===== src/rtl/keypad_scan_ctrl.sv =====
// -----------------------------------------------------------------------------
// keypad_scan_ctrl
//
// Scan controller for a 4x4 matrix push-button keypad. Drives one column low
// at a time, synchronises the raw active-low rows, debounces both press and
// release, and reports one key code per validated press.
//
// Optional feature macro: KEYPAD_REPEAT_EN
//   When defined, a held key re-pulses key_valid after REPEAT_DLY cycles and
//   then every REPEAT_RATE cycles until it is released. When undefined, each
//   press yields exactly one pulse and no repeat logic is built.
//
// Parameters:
//   SCAN_DIV      clk cycles each column is driven before rows are sampled (>=3)
//   DEBOUNCE_CNT  consecutive stable samples needed for press and release (>=1)
//   REPEAT_DLY    cycles from the press pulse to the first repeat (>=2)
//   REPEAT_RATE   cycles between later repeats (>=2)
//
// Ports:
//   clk        system clock, rising edge
//   reset      asynchronous active-low reset
//   scan_en    1 = scan; 0 = idle in SCAN with all columns released
//   row[3:0]   raw keypad rows, active low, asynchronous to clk
//   col[3:0]   registered one-hot active-low column strobe
//   key_valid  single-cycle pulse, key_code holds a new debounced press
//   key_code   col_idx*4 + row_idx of the last validated press
//   key_held   high from the press pulse until release debounce completes
// -----------------------------------------------------------------------------
module keypad_scan_ctrl #(
    parameter int unsigned SCAN_DIV     = 16,
    parameter int unsigned DEBOUNCE_CNT = 1000,
    parameter int unsigned REPEAT_DLY   = 50000,
    parameter int unsigned REPEAT_RATE  = 10000
) (
    input  logic       clk,
    input  logic       reset,
    input  logic       scan_en,
    input  logic [3:0] row,
    output logic [3:0] col,
    output logic       key_valid,
    output logic [3:0] key_code,
    output logic       key_held
);

    // -------------------------------------------------------------------------
    // Elaboration-time parameter sanity checks (no hardware).
    // -------------------------------------------------------------------------
    generate
        if (SCAN_DIV < 3) begin : g_bad_scan_div
            $error("keypad_scan_ctrl: SCAN_DIV must be at least 3");
        end
        if (DEBOUNCE_CNT < 1) begin : g_bad_debounce
            $error("keypad_scan_ctrl: DEBOUNCE_CNT must be at least 1");
        end
        if ((REPEAT_DLY < 2) || (REPEAT_RATE < 2)) begin : g_bad_repeat
            $error("keypad_scan_ctrl: REPEAT_DLY and REPEAT_RATE must be at least 2");
        end
    endgenerate

    // -------------------------------------------------------------------------
    // Widths and constants
    // -------------------------------------------------------------------------
    localparam int unsigned DWW = $clog2(SCAN_DIV);
    localparam int unsigned DBW = (DEBOUNCE_CNT > 1) ? $clog2(DEBOUNCE_CNT) : 1;

    localparam logic [DWW-1:0] DWELL_LAST = DWW'(SCAN_DIV - 1);
    localparam logic [DBW-1:0] DB_LAST    = DBW'(DEBOUNCE_CNT - 1);

    localparam logic [1:0] ST_SCAN     = 2'd0;
    localparam logic [1:0] ST_DEBOUNCE = 2'd1;
    localparam logic [1:0] ST_PRESSED  = 2'd2;
    localparam logic [1:0] ST_RELEASE  = 2'd3;

    // -------------------------------------------------------------------------
    // Helpers
    // -------------------------------------------------------------------------
    function automatic logic [3:0] col_drive(input logic [1:0] idx);
        col_drive = ~(4'b0001 << idx);
    endfunction

    // Exactly one row pulled low: inverted value is a non-zero power of two.
    function automatic logic single_low(input logic [3:0] r);
        logic [3:0] low;
        low        = ~r;
        single_low = (low != 4'b0000) && ((low & (low - 4'd1)) == 4'b0000);
    endfunction

    function automatic logic [1:0] row_index(input logic [3:0] r);
        row_index = 2'd0;
        for (int unsigned i = 0; i < 4; i++) begin
            if (!r[i]) begin
                row_index = i[1:0];
            end
        end
    endfunction

    // -------------------------------------------------------------------------
    // State
    // -------------------------------------------------------------------------
    logic [3:0]     row_m;
    logic [3:0]     row_s;
    logic [1:0]     state;
    logic [DWW-1:0] dwell;
    logic [DBW-1:0] db_cnt;
    logic [1:0]     col_idx;
    logic [3:0]     cap_row;

    logic [1:0]     state_n;
    logic [DWW-1:0] dwell_n;
    logic [DBW-1:0] db_cnt_n;
    logic [1:0]     col_idx_n;
    logic [3:0]     cap_row_n;
    logic [3:0]     col_n;
    logic           key_valid_n;
    logic [3:0]     key_code_n;
    logic           key_held_n;

`ifdef KEYPAD_REPEAT_EN
    localparam int unsigned REP_MAX = (REPEAT_DLY > REPEAT_RATE) ? REPEAT_DLY : REPEAT_RATE;
    localparam int unsigned RPW     = $clog2(REP_MAX);
    localparam logic [RPW-1:0] REP_FIRST_LAST = RPW'(REPEAT_DLY - 1);
    localparam logic [RPW-1:0] REP_NEXT_LAST  = RPW'(REPEAT_RATE - 1);

    logic [RPW-1:0] rep_cnt;
    logic           rep_first;
    logic [RPW-1:0] rep_cnt_n;
    logic           rep_first_n;
`endif

    // -------------------------------------------------------------------------
    // Next-state logic
    // -------------------------------------------------------------------------
    always_comb begin
        state_n     = state;
        dwell_n     = dwell;
        db_cnt_n    = db_cnt;
        col_idx_n   = col_idx;
        cap_row_n   = cap_row;
        col_n       = col;
        key_valid_n = 1'b0;
        key_code_n  = key_code;
        key_held_n  = key_held;
`ifdef KEYPAD_REPEAT_EN
        // Repeat timing only runs while in PRESSED; anywhere else it rests.
        rep_cnt_n   = '0;
        rep_first_n = 1'b1;
`endif

        case (state)
            ST_SCAN: begin
                if (!scan_en) begin
                    // Idle: release every column but remember which one was
                    // active so scanning resumes there with a full dwell.
                    dwell_n = '0;
                    col_n   = 4'b1111;
                end else if (dwell == DWELL_LAST) begin
                    dwell_n = '0;
                    if (single_low(row_s)) begin
                        cap_row_n = row_s;
                        db_cnt_n  = '0;
                        col_n     = col_drive(col_idx);
                        state_n   = ST_DEBOUNCE;
                    end else begin
                        // Nothing pressed, or a ghost/multi-key pattern.
                        col_idx_n = col_idx + 2'd1;
                        col_n     = col_drive(col_idx + 2'd1);
                    end
                end else begin
                    dwell_n = dwell + DWW'(1);
                    col_n   = col_drive(col_idx);
                end
            end

            ST_DEBOUNCE: begin
                if (row_s == cap_row) begin
                    if (db_cnt == DB_LAST) begin
                        db_cnt_n    = '0;
                        key_valid_n = 1'b1;
                        key_held_n  = 1'b1;
                        key_code_n  = {col_idx, row_index(cap_row)};
                        state_n     = ST_PRESSED;
                    end else begin
                        db_cnt_n = db_cnt + DBW'(1);
                    end
                end else begin
                    // Bounce: abandon this column without reporting anything.
                    db_cnt_n  = '0;
                    dwell_n   = '0;
                    col_idx_n = col_idx + 2'd1;
                    col_n     = col_drive(col_idx + 2'd1);
                    state_n   = ST_SCAN;
                end
            end

            ST_PRESSED: begin
                if (row_s == 4'b1111) begin
                    db_cnt_n = '0;
                    state_n  = ST_RELEASE;
                end
`ifdef KEYPAD_REPEAT_EN
                else begin
                    rep_first_n = rep_first;
                    if (rep_cnt == (rep_first ? REP_FIRST_LAST : REP_NEXT_LAST)) begin
                        key_valid_n = 1'b1;
                        rep_cnt_n   = '0;
                        rep_first_n = 1'b0;
                    end else begin
                        rep_cnt_n = rep_cnt + RPW'(1);
                    end
                end
`endif
            end

            ST_RELEASE: begin
                if (row_s == 4'b1111) begin
                    if (db_cnt == DB_LAST) begin
                        db_cnt_n   = '0;
                        dwell_n    = '0;
                        key_held_n = 1'b0;
                        col_idx_n  = col_idx + 2'd1;
                        col_n      = col_drive(col_idx + 2'd1);
                        state_n    = ST_SCAN;
                    end else begin
                        db_cnt_n = db_cnt + DBW'(1);
                    end
                end else begin
                    db_cnt_n = '0;
                end
            end

            default: begin
                state_n = ST_SCAN;
                dwell_n = '0;
                col_n   = col_drive(col_idx);
            end
        endcase
    end

    // -------------------------------------------------------------------------
    // Registers
    // -------------------------------------------------------------------------
    always_ff @(posedge clk or negedge reset) begin
        if (!reset) begin
            row_m     <= 4'b1111;
            row_s     <= 4'b1111;
            state     <= ST_SCAN;
            dwell     <= '0;
            db_cnt    <= '0;
            col_idx   <= 2'd0;
            cap_row   <= 4'b1111;
            col       <= 4'b1110;
            key_valid <= 1'b0;
            key_code  <= 4'd0;
            key_held  <= 1'b0;
        end else begin
            row_m     <= row;
            row_s     <= row_m;
            state     <= state_n;
            dwell     <= dwell_n;
            db_cnt    <= db_cnt_n;
            col_idx   <= col_idx_n;
            cap_row   <= cap_row_n;
            col       <= col_n;
            key_valid <= key_valid_n;
            key_code  <= key_code_n;
            key_held  <= key_held_n;
        end
    end

`ifdef KEYPAD_REPEAT_EN
    always_ff @(posedge clk or negedge reset) begin
        if (!reset) begin
            rep_cnt   <= '0;
            rep_first <= 1'b1;
        end else begin
            rep_cnt   <= rep_cnt_n;
            rep_first <= rep_first_n;
        end
    end
`endif

endmodule

===== config.mk =====
export PLATFORM = sky130hd
export DESIGN_NAME = keypad_scan_ctrl
export DESIGN_NICKNAME = d
export VERILOG_FILES = /design/src/rtl/keypad_scan_ctrl.sv
export SDC_FILE = /design/constraint.sdc
export NUM_CORES = 1
export LEC_CHECK = 0
export BUFFER_PORTS_ARGS = -buffer_cell sky130_fd_sc_hd__buf_4
export CORE_MARGIN = 8
export CORE_UTILIZATION = 35
export CTS_CLUSTER_DIAMETER = 150
export DETAILED_ROUTE_END_ITERATION = 12
export SLEW_MARGIN = 20
export SYNTH_ARGS = -nofsm -noshare
export SYNTH_HDL_FRONTEND = slang
export SYNTH_SLANG_ARGS = --single-unit

===== constraint.sdc =====
create_clock -name clk -period 5.55 [get_ports clk]
set_input_delay 1.3875 -clock clk [delete_from_list [all_inputs] [get_ports clk]]
set_output_delay 1.3875 -clock clk [all_outputs]
set_load 0.05 [all_outputs]

==> impl_summary.txt, run 1 <==
----------------------------------------------------
[Status]
  Outcome ... finished, final reports clean

[Placement]
  Cell total after placement ... 258
  DP Area ... 2200 µm²
  Post-detail-place hpwl ... 2640 µm
  Input/output buffers ... 16
  Global placement routability congestion ... 0.756

[Detailed routing]
  Number of remaining DRC errors ... 0
  Via Count ... 1384
  Length of the first detailed-routing pass in iterations ... 4
  DR WL/cell ... 14.1 µm
  Routed Antenna Nets ... 0
  Detail-routed via count per cell ... 5.20
  Post-detailed-routing wire length ... 3760 µm
  First DRT Iteration DRCs ... 86

[Power and ir drop]
  Leakage power summed over all cells ... 0.953 nW
  Power density of the placed cells ... 249 nW/µm²
  VDD IR-drop max ... 0.194 mV

[Global route]
  Antenna violations before repair ... 0
  Global-route total usage across every layer ... 9.40%
  Via count of the first global-routing pass ... 1390
  Wire length of the first global-routing pass ... 6500 µm
  Residual overflow from global routing ... 0
  Pin count of the biggest net entering global routing ... 41

[Clocking]
  Number of buffers inserted during clock tree synthesis ... 5
  Cell at the root of the clock tree ... sky130_fd_sc_hd__clkbuf_8
  TritonCTS clock tree ... built
  H-Tree Depth ... 2
  CTS clk-pin slew, worst paths ... 80 ps
  TritonCTS sink count ... 40
  Clock Path Buffers ... 2
  Hold-fix buffers, CTS ... 0
  Worst skew pair latency ... 290 ps
  # resized after CTS ... 0
  Post-CTS setup repair buffer count ... 0

[Logic synthesis]
  Syn_nets ... 190
  Unique cell type count in the Yosys netlist ... 48
  Parity-gate share of the synthesized area counting xor and xnor cells ... 3.02%
  Most common flop cell mapped by yosys ... sky130_fd_sc_hd__dfrtp_1
  Synth warnings ... 0
  Top cell type's share of synthesized area ... 30.8%
  Average cell area after synthesis ... 11.5 µm²
  Share of synthesized area spent on multiplexers ... 9.75%
  Netlist Area Pre-Place ... 2030 µm²
  Proportion of register bits with asynchronous set or reset after synthesis ... 100%
  Post-synthesis share of cell area spent on full adders, half adders and majority gates ... 3.70%
  Share of the yosys chip area belonging to registers ... 50.3%
  Count of flip-flops with a built-in enable after synthesis ... 0
  #FFs+latches synth ... 40
  Post-synthesis cell type with the largest combined area ... sky130_fd_sc_hd__dfrtp_1
  Number of cells produced by synthesis ... 177
  Largest family of logic cells by synthesized area ... compound AO/OA/AOI/OAI gates
  Top cells by area, synth ... sky130_fd_sc_hd__dfrtp_1 31%, sky130_fd_sc_hd__dfstp_2 19%, sky130_fd_sc_hd__mux2_2 5.6%
  Fraction of the mapped netlist area in simple logic gates ... 14.0%
  Compound-gate portion of the synthesized area ... 16.1%

[Critical path]
  Worst flop-to-flop path endpoint ... key_code[3]$_DFFE_PN0P_
  Arrival time of data at the critical path endpoint ... 2650 ps
  Launching element type of the critical path ... primary input
  Kind of end point of the critical path ... flip-flop
  Highest fanout seen on the critical path ... 10
  Capturing element of the worst setup path ... db_cnt[2]$_DFFE_PN0P_
  Required time reported for the critical path endpoint ... 5770 ps
  Flop2flop setup slack ... 3370 ps
  Worst reg-to-reg path cell count ... 4
  Reg-to-reg critical path startpoint ... db_cnt[3]$_DFFE_PN0P_
  Classification of the worst setup path ... in2reg
  Launching element of the worst setup path ... scan_en

[STA]
  Sum Neg Setup Slack ... 0 ps
  Setup repair after global routing missed its margin ... no
  Final period util ... 43.9%
  Layout Skew ... 4.61 ps
  Worst slew slack as a fraction of its limit ... 47.6%
  Tightest Pin Transition ... 787 ps
  Final number of hold-violating endpoints ... 0
  Clock period minus final worst setup slack ... 2440 ps
  Slew Limit Fails ... 0
  Setup violators final ... 0
  Fmax ... 411 MHz

[Hold path]
  Min-delay worst type ... reg2reg

[Finish]
  Sequential standard cell area ... 1020 µm²
  Antenna diodes ... 0
  Final cell area excluding filler cells ... 2320 µm²
  Area growth from synthesis to layout ... 14.4%
  Multi-input combinational cell area ... 945 µm²
  Number of fillers in the final layout ... 552
  Non-filler instance count after layout ... 266
  NumNets Final ... 206
  Fraction of layout instances using a drive strength above 1 ... 30.4%

[Job]
  Number of maximum-capacitance violations ... 0

[Floorplan]
  Full die area ... 8490 µm²
  Starting density of the core ... 36.6%
  Row cnt ... 27
  Chip width ... 92.1 µm
  Core Region ... 5540 µm²
  Y dimension of the die ... 92.1 µm
  Number of top-level pins ... 17

----------------------------------------------------
==> layout by cell type, fill, tap and decap left out, types with 2 or more instances in the layout <==
cell type	count
sky130_fd_sc_hd__nand3_1	9
sky130_fd_sc_hd__o22a_1	4
sky130_fd_sc_hd__and3_1	2
sky130_fd_sc_hd__clkbuf_8	5
sky130_fd_sc_hd__mux2_2	10
sky130_fd_sc_hd__ha_1	6
sky130_fd_sc_hd__xnor2_1	7
sky130_fd_sc_hd__and4_1	2
sky130_fd_sc_hd__nor3_1	3
sky130_fd_sc_hd__a21oi_1	6
sky130_fd_sc_hd__nand4_1	4
sky130_fd_sc_hd__a22o_1	3
sky130_fd_sc_hd__nand2_1	14
sky130_fd_sc_hd__buf_4	17
sky130_fd_sc_hd__a31oi_1	5
sky130_fd_sc_hd__mux2i_1	7
sky130_fd_sc_hd__nor2_1	6
sky130_fd_sc_hd__dfstp_2	15
sky130_fd_sc_hd__o21ai_0	9
sky130_fd_sc_hd__nand4b_1	2
sky130_fd_sc_hd__inv_1	6
sky130_fd_sc_hd__dfrtp_1	25
==> Yosys cell counts, types with 5 or more instances <==
master	n
sky130_fd_sc_hd__a21oi_1	6
sky130_fd_sc_hd__a31oi_1	5
sky130_fd_sc_hd__buf_2	5
sky130_fd_sc_hd__dfrtp_1	25
sky130_fd_sc_hd__dfstp_2	15
sky130_fd_sc_hd__ha_1	6
sky130_fd_sc_hd__inv_1	6
sky130_fd_sc_hd__mux2_2	10
sky130_fd_sc_hd__mux2i_1	7
sky130_fd_sc_hd__nand2_1	14
sky130_fd_sc_hd__nand3_1	9
sky130_fd_sc_hd__nor2_1	6
sky130_fd_sc_hd__o21ai_0	9
sky130_fd_sc_hd__xnor2_1	7
==> where the power goes <==
part / leakage [nW] / internal, mW / switching [mW]
registers: 0.475 / 0.300 / 0.00650
logic: 0.422 / 0.0101 / 0.0146
clock network: 0.0548 / 0.135 / 0.110
==> critical path, stage by stage <==
cell and delay (ps):
sky130_fd_sc_hd__buf_4 130, sky130_fd_sc_hd__nand4_1 80, sky130_fd_sc_hd__nor2_1 60, sky130_fd_sc_hd__a221oi_2 670
sky130_fd_sc_hd__inv_1 140, sky130_fd_sc_hd__a31oi_1 180
==> how the worst min path moves through the flow <==
stage	end	slack, ps	cells past startpoint	start
after floorplan	row_s[0]$_DFF_PN1_	350	0	row_m[0]$_DFF_PN1_
final	row_s[2]$_DFF_PN1_	360	0	row_m[2]$_DFF_PN1_
after global routing	row_s[2]$_DFF_PN1_	360	0	row_m[2]$_DFF_PN1_
after CTS	row_s[2]$_DFF_PN1_	360	0	row_m[2]$_DFF_PN1_
after detailed placement	row_s[2]$_DFF_PN1_	350	0	row_m[2]$_DFF_PN1_
after global placement	row_s[3]$_DFF_PN1_	350	0	row_m[3]$_DFF_PN1_
==> registers in the layout, indices dropped and copies added, names as in the netlist, named ones only <==
| signal | count |
|---|---|
| row_m | 4 |
| db_cnt | 10 |
| row_s | 4 |
| state | 1 |
| dwell | 4 |
| key_code | 4 |
| col_idx | 2 |
| key_valid | 1 |
| cap_row | 4 |
| col | 4 |
| key_held | 1 |
==> layout make-up <==
type,count,area share (%)
clock buffer,5,2.97
clock inverter,3,2.00
inverter,6,0.971
multi-input combinational,123,40.7
sequential,40,44.0
tap,72,3.88
timing repair buffer,17,5.50
==> routing by layer <==
| metal | track usage [%] | routed length (µm) | vias up |
|---|---|---|---|
| met3 | 3.18 | 155 | 7 |
| met2 | 15.0 | 1680 | 17 |
| met1 | 11.3 | 1860 | 678 |
| met5 | 0 | 0 | - |
| met4 | 4.03 | 62 | 0 |
| li1 | - | - | 682 |
==> stage by stage <==
stage / total power, mW / setup WS (ps) / hold WS, ps / utilization (%)
after floorplan: 0.324 / 3230 / 345 / -
after global placement: 0.337 / 2860 / 346 / 39.8
after detailed placement: 0.337 / 2830 / 347 / 39.8
after CTS: 0.585 / 3120 / 360 / 41.9
after global routing: 0.599 / 2930 / 362 / 41.9
final: 0.577 / 3110 / 358 / 41.9
==> logic make-up (layout without fill, tap and decap cells) <==
| group | Yosys count | in the layout |
|---|---|---|
| AOI/OAI and AO/OA | 42 | 42 |
| xor gates and xnor gates | 7 | 7 |
| adders and majority gates | 6 | 6 |
| buffers and inverters | 14 | 31 |
| DFF | 40 | 40 |
| muxes | 18 | 18 |
| and+or+nand+nor | 50 | 50 |
Power figures use the tool's default switching activity.
==> run 2: changes to the inputs <==
clock period = 2.3 ns   (was 5.55 ns; I/O delays follow)
==> run 2 against run 1 <==
- utilization is 0.68 points higher
- combinational power is 150% higher
- critical endpoint is now key_code[0]$_DFFE_PN0P_
- highest routed layer unchanged
- cell count is 1.9% higher
- critical path type is now reg2reg
- hold slack worse by 120 ps
- flip-flop and latch count stayed put
- power is 140% higher
- register-to-register slack worse by 3200 ps
- sequential power is 140% higher
==> impl_summary.txt, run 2 (same netlist as run 1, synthesis figures left out) <==
----------------------------------------------------
[Power and ir drop]
  VDD IR-drop max ... 0.384 mV (+98%)
  Power density of the placed cells ... 591 nW/µm² (+140%)
  Leakage power summed over all cells ... 0.976 nW (+2.4%)
  Power consumption ... 1.39 mW (+140%)

[STA]
  Setup repair after global routing missed its margin ... no
  Least setup slack across all paths after layout ... 140 ps (-2980 ps)
  Tightest Pin Transition ... 576 ps (-211 ps)
  Setup violators final ... 0 (unchanged)
  Final number of hold-violating endpoints ... 0 (unchanged)
  Worst slew slack as a fraction of its limit ... 61.4% (+14 points)
  Slew Limit Fails ... 0 (unchanged)
  Sum Neg Setup Slack ... 0 ps (unchanged)
  Layout Skew ... 11.2 ps (+6.61 ps)
  Fmax ... 463 MHz
  Final period util ... 93.9%
  Clock period minus final worst setup slack ... 2160 ps

[Detailed routing]
  DR WL/cell ... 14.4 µm (+2.0%)
  Post-detailed-routing wire length ... 3910 µm (+4.0%)
  Routed Antenna Nets ... 0 (unchanged)
  Number of remaining DRC errors ... 0 (unchanged)
  First DRT Iteration DRCs ... 73 (-15%)
  Length of the first detailed-routing pass in iterations ... 5 (+1)
  Via Count ... 1404 (+1.4%)
  Detail-routed via count per cell ... 5.18 (-0.43%)

[Critical path]
  Kind of end point of the critical path ... flip-flop
  Launching element type of the critical path ... flip-flop
  Arrival time of data at the critical path endpoint ... 2340 ps (-310 ps)
  Worst flop-to-flop path endpoint ... key_code[0]$_DFFE_PN0P_
  Worst reg-to-reg path cell count ... 4 (unchanged)
  Reg-to-reg critical path startpoint ... db_cnt[3]$_DFFE_PN0P_
  Flop2flop setup slack ... 140 ps (-3230 ps)
  Required time reported for the critical path endpoint ... 2480 ps (-3290 ps)
  Classification of the worst setup path ... reg2reg
  Highest fanout seen on the critical path ... 6 (-4)

[Floorplan]
  Row cnt ... 27 (unchanged)
  Chip width ... 92.1 µm (unchanged)
  Core Region ... 5540 µm² (unchanged)
  Starting density of the core ... 36.6% (unchanged)
  Full die area ... 8490 µm² (unchanged)
  Y dimension of the die ... 92.1 µm (unchanged)
  Number of top-level pins ... 17 (unchanged)

[Clocking]
  H-Tree Depth ... 2 (unchanged)
  TritonCTS clock tree ... built
  TritonCTS sink count ... 40 (unchanged)
  Cell at the root of the clock tree ... sky130_fd_sc_hd__clkbuf_8
  Hold-fix buffers, CTS ... 0 (unchanged)
  Post-CTS setup repair buffer count ... 0 (unchanged)
  Clock Path Buffers ... 2 (unchanged)
  Worst skew pair latency ... 300 ps (about the same)
  # resized after CTS ... 0 (unchanged)
  Number of buffers inserted during clock tree synthesis ... 5 (unchanged)
  CTS clk-pin slew, worst paths ... 90 ps (about the same)

[Finish]
  Sequential standard cell area ... 1020 µm² (unchanged)
  Fraction of layout instances using a drive strength above 1 ... 32.2% (+1.7 points)
  NumNets Final ... 211 (+2.4%)
  Number of fillers in the final layout ... 562 (+1.8%)
  Most flop-heavy register ... db_cnt
  Antenna diodes ... 0 (unchanged)
  Multi-input combinational cell area ... 945 µm² (unchanged)
  Most common library cell in the layout ignoring fill and taps ... sky130_fd_sc_hd__dfrtp_1
  Area growth from synthesis to layout ... 16.2%
  Commonest cells after routing, fill and taps aside ... 25 x sky130_fd_sc_hd__dfrtp_1, 22 x sky130_fd_sc_hd__buf_4, 15 x sky130_fd_sc_hd__dfstp_2
  Flip-flop count of the largest register, all copies and words added ... 10 (unchanged)
  Non-filler instance count after layout ... 271 (+1.9%)

[Global route]
  Residual overflow from global routing ... 0 (unchanged)
  Pin count of the biggest net entering global routing ... 41 (unchanged)
  Via count of the first global-routing pass ... 1439 (+3.5%)
  Wire length of the first global-routing pass ... 6860 µm (+5.5%)
  Global-route total usage across every layer ... 9.98% (+0.58 points)
  Antenna violations before repair ... 0 (unchanged)

[Placement]
  Input/output buffers ... 16 (unchanged)
  Global placement routability congestion ... 0.763 (+0.89%)
  Worst slack, placed ... 161 ps (-2670 ps)
  Cell total after placement ... 263 (+1.9%)
  Post-detail-place hpwl ... 2690 µm (+1.9%)

[Hold path]
  Min-delay worst type ... in2async

[Status]
  Outcome ... finished, final reports clean

[Job]
  Number of maximum-capacitance violations ... 0 (unchanged)

----------------------------------------------------
[run 2: cell types whose count changed in the layout (fill, tap and decap cells not counted)]
| cell | delta |
|---|---|
| sky130_fd_sc_hd__buf_4 | +5 |
[run 2: critical path, cell delays in order, from the launching register on]
cell                      delay (ps)
sky130_fd_sc_hd__dfrtp_1         430
sky130_fd_sc_hd__or3b_4          430
sky130_fd_sc_hd__or3_1           420
sky130_fd_sc_hd__nor3_4          380
sky130_fd_sc_hd__mux2_2          370
[run 2: worst max-delay path by stage]
| stage | startpoint | end | slack, ps |
|---|---|---|---|
| 3_5_place_dp | db_cnt[3]$_DFFE_PN0P_ | key_code[0]$_DFFE_PN0P_ | 160 |
| 5_1_grt | db_cnt[3]$_DFFE_PN0P_ | key_code[1]$_DFFE_PN0P_ | 60 |
| 6_report | db_cnt[3]$_DFFE_PN0P_ | key_code[0]$_DFFE_PN0P_ | 140 |
| 3_3_place_gp | db_cnt[3]$_DFFE_PN0P_ | key_code[1]$_DFFE_PN0P_ | 200 |
| 4_1_cts | db_cnt[3]$_DFFE_PN0P_ | key_code[0]$_DFFE_PN0P_ | 140 |
| 2_1_floorplan | row_s[1]$_DFF_PN1_ | col_idx[1]$_DFFE_PN0P_ | 330 |
[run 2: report_power, final]
group          internal, mW  switching (mW)
registers             0.723          0.0157
logic                0.0252          0.0359
clock network         0.327           0.266
total                  1.08           0.318
[run 2: per-layer routing]
metal	vias up	GRT usage, %	part of all wire [%]
li1	695	-	-
met1	680	12.7	51
met2	23	15.1	45
met3	6	3.10	3.5
met4	0	4.56	1.4
met5	-	0	0
[run 2: final cells by class]
cell class                 instances  share of cell area [%]
clock inverter                     3                    1.96
inverter                           6                   0.955
tap                               72                    3.82
multi-input combinational        123                    40.1
sequential                        40                    43.3
timing repair buffer              22                    7.01
clock buffer                       5                    2.92
[run 2: per-stage QoR]
stage / util, % / hold slack, ps / area (µm²)
detailed placement: 40.5 / 350 / 2240
global route: 42.5 / 285 / 2360
CTS: 42.5 / 263 / 2360
global placement: 40.5 / 348 / 2240
floorplan: - / 279 / 2030
finish: 42.5 / 242 / 2360
